===== config.mk =====
export PLATFORM = sky130hd
export DESIGN_NAME = xhat_reconstructor
export DESIGN_NICKNAME = d
export VERILOG_FILES = /design/src/rtl/xhat_reconstructor.sv
export SDC_FILE = /design/constraint.sdc
export NUM_CORES = 1
export LEC_CHECK = 0
export BUFFER_PORTS_ARGS = -buffer_cell sky130_fd_sc_hd__buf_2
export CORE_MARGIN = 10
export CORE_UTILIZATION = 58
export CTS_BUF_LIST = sky130_fd_sc_hd__clkbuf_16
export DETAILED_ROUTE_END_ITERATION = 8
export GPL_TIMING_DRIVEN = 0
export HOLD_SLACK_MARGIN = 0.05
export PLACE_DENSITY = 0.85
export REMOVE_ABC_BUFFERS = 1
export SETUP_SLACK_MARGIN = 0.3
export SYNTH_ARGS = -nofsm -noshare
export SYNTH_HDL_FRONTEND = slang
export SYNTH_SLANG_ARGS = --single-unit

===== constraint.sdc =====
create_clock -name clk -period 6.56 [get_ports clk]
set_input_delay 1.968 -clock clk [delete_from_list [all_inputs] [get_ports clk]]
set_output_delay 1.968 -clock clk [all_outputs]
set_load 0.01 [all_outputs]

===== src/rtl/xhat_reconstructor.sv =====
// Decoder-side sample reconstruction: joins prediction and dequantized error,
// saturates to the sample range, tags block ends and emits one mean per block.
module xhat_reconstructor #(
   parameter int DATA_WIDTH     = 16,
   parameter int BLOCK_SIZE_LOG = 8
) (
   input  logic                    clk,
   input  logic                    rst,
   input  logic                    xtilde_valid,
   output logic                    xtilde_ready,
   input  logic [DATA_WIDTH:0]     xtilde_data,
   input  logic                    error_valid,
   output logic                    error_ready,
   input  logic [DATA_WIDTH+1:0]   error_data,
   output logic                    xhat_valid,
   input  logic                    xhat_ready,
   output logic [DATA_WIDTH-1:0]   xhat_data,
   output logic                    xhat_last_s,
   output logic                    xhatmean_valid,
   input  logic                    xhatmean_ready,
   output logic [DATA_WIDTH-1:0]   xhatmean_data
);

   localparam int SW = DATA_WIDTH + 3;
   localparam int AW = DATA_WIDTH + BLOCK_SIZE_LOG;

   logic                      s1_valid;
   logic                      s1_last;
   logic [SW-1:0]             s1_sum;
   logic                      s2_valid;
   logic                      s2_last;
   logic [DATA_WIDTH-1:0]     s2_data;
   logic [BLOCK_SIZE_LOG-1:0] cnt;
   logic [AW-1:0]             acc;
   logic                      mean_valid;
   logic [DATA_WIDTH-1:0]     mean_data;

   logic                      s1_load;
   logic                      s2_load;
   logic                      in_fire;
   logic                      xhat_fire;
   logic                      mean_fire;
   logic [SW-1:0]             sum_next;
   logic [DATA_WIDTH-1:0]     clamped;
   logic [AW-1:0]             acc_sum;

   always_comb begin
      mean_fire    = mean_valid & xhatmean_ready;
      // a block's last sample waits until the mean slot is free or draining
      xhat_valid   = s2_valid & ~(s2_last & mean_valid & ~xhatmean_ready);
      xhat_fire    = xhat_valid & xhat_ready;
      s2_load      = ~s2_valid | xhat_fire;
      s1_load      = (~s1_valid | s2_load) & ~rst;
      xtilde_ready = s1_load & error_valid;
      error_ready  = s1_load & xtilde_valid;
      in_fire      = s1_load & xtilde_valid & error_valid;
      sum_next     = {{2{xtilde_data[DATA_WIDTH]}}, xtilde_data}
                   + {error_data[DATA_WIDTH+1], error_data};
      clamped      = s1_sum[DATA_WIDTH-1:0];
      if (s1_sum[SW-1])
         clamped = '0;
      else if (|s1_sum[SW-2:DATA_WIDTH])
         clamped = '1;
      acc_sum      = acc + AW'(s2_data);
   end

   always_ff @(posedge clk or posedge rst) begin
      if (rst) begin
         s1_valid <= 1'b0;
         s1_last  <= 1'b0;
         s1_sum   <= '0;
         cnt      <= '0;
      end else if (s1_load) begin
         s1_valid <= in_fire;
         if (in_fire) begin
            s1_sum  <= sum_next;
            s1_last <= (cnt == '1);
            cnt     <= cnt + 1'b1;
         end
      end
   end

   always_ff @(posedge clk or posedge rst) begin
      if (rst) begin
         s2_valid <= 1'b0;
         s2_last  <= 1'b0;
         s2_data  <= '0;
      end else if (s2_load) begin
         s2_valid <= s1_valid;
         if (s1_valid) begin
            s2_data <= clamped;
            s2_last <= s1_last;
         end
      end
   end

   always_ff @(posedge clk or posedge rst) begin
      if (rst) begin
         acc        <= '0;
         mean_valid <= 1'b0;
         mean_data  <= '0;
      end else begin
         if (xhat_fire) begin
            if (s2_last) begin
               acc        <= '0;
               mean_data  <= DATA_WIDTH'(acc_sum >> BLOCK_SIZE_LOG);
               mean_valid <= 1'b1;
            end else begin
               acc <= acc_sum;
               if (mean_fire)
                  mean_valid <= 1'b0;
            end
         end else if (mean_fire) begin
            mean_valid <= 1'b0;
         end
      end
   end

   assign xhat_data      = s2_data;
   assign xhat_last_s    = s2_last;
   assign xhatmean_valid = mean_valid;
   assign xhatmean_data  = mean_data;

endmodule


==> impl_metrics.tcl <==
set metrics [dict create \
    vias 4414 \
    synth_cell_types 58 \
    worstHoldStart "xhatmean_data[1]" \
    ys_ff_latch 88 \
    cts_htree_levels 3 \
    cts_num_sinks 88 \
    dr.first_iter.drc_count 255 \
    post_cts_buffers 0 \
    drv_cap 0 \
    cts-root-buf "clkbuf_16" \
    worstSkewPairLatency_ns 0.34 \
    wl_um 11800 \
    worst_pin_slew_ns 1.16 \
    start_util_pct 60.0 \
    grt_remaining_overflow 0 \
    r2r_cells 5 \
    slew_headroom_pct 22.5 \
    dieArea_sq_mm 0.0133 \
    hold_class "register to register" \
    synth_top_area_share_pct 41.7 \
    track_usage_pct 18.3 \
    drc 0 \
    status "complete, no violations" \
    power.density_mw_per_mm2 404 \
    cts_tree "built" \
    cts_buffers 9 \
    report.power.total_mw 2.45 \
    r2r_start "xhat_last_s" \
    syn_area_per_cell_sq_um 9.22 \
    ys.flop_type "dfrtp_1" \
    cts_repair_resize_count 0 \
    power.leakage_nw 2.95 \
    fin_nets 719 \
    yosys.area.top_type "dfrtp_1" \
    ys_warn_count 0 \
    syn_to_final_growth_pct 14.7 \
    finalClockSkew_ns 0.00917 \
    grt_pass1_vias 4506 \
    fin_crit_sh_pct 76.8 \
    setup_violations 0 \
    syn_area_sq_mm 0.00528 \
    ant_nets 0 \
    hold_end "xhatmean_data[1]" \
    dp_hpwl_um 8900 \
    multiInputGateArea_sq_mm 0.00293 \
    final_util_pct 68.8 \
    synth-seq-area-share_pct 41.7 \
    cts_buffer_depth 2 \
    fillers 703 \
    seq_area_sq_mm 0.00220 \
    drv_slew 0 \
    place_congestion 0.881 \
    rsz0062_at_grt "false" \
    post_drt_wl_per_cell_um 15.6 \
    cp-end-kind "primary output" \
    rrSetupSlack_ns 3.66 \
    cp_max_fo 58 \
    layout-drive-gt1-share_pct 18.3 \
    grt_max_degree 59 \
    r2r-end "xhatmean_data[7]" \
    syn_inst 573 \
    crit_type "input pin to primary output" \
    holdPathStages 2 \
    fmax_mhz 198 \
    grt_pass1_wl_um 20200 \
    core_sq_mm 0.00881 \
    die_w_um 115 \
    viasPerCell 5.85 \
    critPathLaunch "rst" \
    async_flop_share_pct 100 \
    placementRows 34 \
    synth_area_leaders "dfrtp_1 42%, ha_1 8.3%, nand2_1 6.0%" \
    cp.arrival_ns 3.07 \
    diodes 0 \
    ctsHoldBuffers 0 \
    max-vdd-ir-drop_uv 149 \
    hold_viol 0 \
    drt_pass1_iterations 4 \
    period_needed_ns 5.04 \
    synth_edf_count 0 \
    worst-endpoint-required_ns 4.59 \
    cp-start-kind "input pin" \
    ioPinCount 78 \
    io_buffers 77 \
    die_y_um 115 \
    clkSlewWorstSetupHoldPaths_ns 0.06 \
    antenna_found_initial 0 \
]
==> area by class of cell <==
class,count,area share [%]
flip-flops and latches,88,36.4
multi-input cells,448,48.3
clock buffers,9,3.72
well taps,108,2.23
inverters,15,0.971
repair buffers,79,7.07
clock inverters,7,1.30
==> worst max-delay path, cell delays in order <==
cell	delay, ns
buf_2	0.12
inv_4	0.33
buf_16	0.31
and3_1	0.20
buf_2	0.13
==> routing by layer <==
layer	track usage, %	up-vias	share of wire [%]
li1	-	2186	-
met1	21.1	2083	42
met2	31.3	121	49
met3	4.60	24	6.2
met4	8.78	0	2.6
met5	0	-	0
==> flip-flops by register name, summed over array words and instances, names as in the netlist <==
signal,cells
acc,24
s1_valid,1
xhat_last_s,1
cnt,8
s2_valid,1
xhatmean_data,16
xhatmean_valid,1
s1_sum,19
xhat_data,16
s1_last,1
==> Yosys cell counts (2+ instances only) <==
| library cell | count |
|---|---|
| buf_1 | 3 |
| mux2_2 | 8 |
| and3_2 | 2 |
| clkbuf_1 | 16 |
| xor2_1 | 21 |
| a21boi_1 | 3 |
| and3_1 | 4 |
| o21a_1 | 3 |
| nand3_2 | 2 |
| nand3b_1 | 2 |
| nor2b_1 | 6 |
| o21ai_0 | 38 |
| xnor2_1 | 19 |
| nor3b_1 | 2 |
| o21bai_1 | 4 |
| and2_1 | 4 |
| a31oi_1 | 4 |
| nand4_1 | 5 |
| nor2_1 | 43 |
| a21oi_1 | 39 |
| o31ai_1 | 26 |
| nand2_1 | 85 |
| nand3_1 | 8 |
| ha_1 | 35 |
| a21o_1 | 11 |
| nand2b_1 | 7 |
| buf_2 | 2 |
| o211ai_1 | 4 |
| o41ai_1 | 2 |
| a211oi_1 | 3 |
| a22o_1 | 7 |
| fa_1 | 2 |
| inv_1 | 15 |
| a41oi_1 | 2 |
| or3_1 | 4 |
| a41o_1 | 2 |
| dfrtp_1 | 88 |
| o21ai_1 | 18 |
| or4_1 | 2 |
| nor3_1 | 2 |
| or2_2 | 3 |
==> per-stage QoR <==
| step | area (sq um) | instances | hold slack [ns] | setup WS [ns] | TNS, ns |
|---|---|---|---|---|---|
| final | 6060 | 754 | 0.478 | 1.52 | 0 |
| after global placement | 5710 | 736 | 0.456 | -1.38 | -25.35 |
| after floorplan | 5190 | 551 | 0.442 | -0.0478 | -0.0748 |
| after global routing | 6060 | 754 | 0.485 | 1.34 | 0 |
| after detailed placement | 5750 | 738 | 0.468 | 1.46 | 0 |
| after CTS | 6060 | 754 | 0.477 | 1.46 | 0 |
==> worst max-delay path by stage <==
stage | end | slack (ns) | cells after the start
3_3_place_gp | s1_last | -1.38 | 6
3_5_place_dp | error_ready | 1.46 | 5
6_report | error_ready | 1.52 | 5
4_1_cts | error_ready | 1.46 | 5
2_1_floorplan | s1_last | -0.05 | 5
5_1_grt | error_ready | 1.34 | 5
==> layout by cell type (no fill, tap or decap), types with 3 or more instances in the layout <==
| cell | count |
|---|---|
| a211oi_1 | 3 |
| a21boi_1 | 3 |
| a21o_1 | 11 |
| a21oi_1 | 39 |
| a22o_1 | 7 |
| a31oi_1 | 4 |
| and2_1 | 4 |
| and3_1 | 4 |
| buf_2 | 77 |
| clkbuf_16 | 9 |
| dfrtp_1 | 88 |
| ha_1 | 35 |
| inv_1 | 14 |
| mux2_2 | 8 |
| nand2_1 | 85 |
| nand2b_1 | 7 |
| nand3_1 | 8 |
| nand4_1 | 5 |
| nor2_1 | 43 |
| nor2b_1 | 6 |
| o211ai_1 | 4 |
| o21a_1 | 3 |
| o21ai_0 | 38 |
| o21ai_1 | 18 |
| o21bai_1 | 4 |
| o31ai_1 | 26 |
| or2_2 | 3 |
| or3_1 | 4 |
| xnor2_1 | 19 |
| xor2_1 | 21 |
==> cells by family (layout without fill, tap and decap cells) <==
| logic type | after synthesis | count (layout) | share of synthesized area (%) |
|---|---|---|---|
| xor+xnor | 40 | 40 | 6.63 |
| buf+inv | 37 | 110 | 2.87 |
| compound gates | 176 | 176 | 21.3 |
| flops | 88 | 88 | 41.7 |
| simple gates | 186 | 186 | 16.5 |
| fa+ha+maj | 37 | 37 | 9.05 |
| mux | 9 | 9 | 1.90 |
==> power breakdown <==
| group | internal (mW) | total [mW] | switching (mW) |
|---|---|---|---|
| clock network | 0.300 | 0.523 | 0.224 |
| logic | 0.455 | 1.10 | 0.647 |
| registers | 0.693 | 0.822 | 0.129 |
Power figures use the tool's default switching activity.
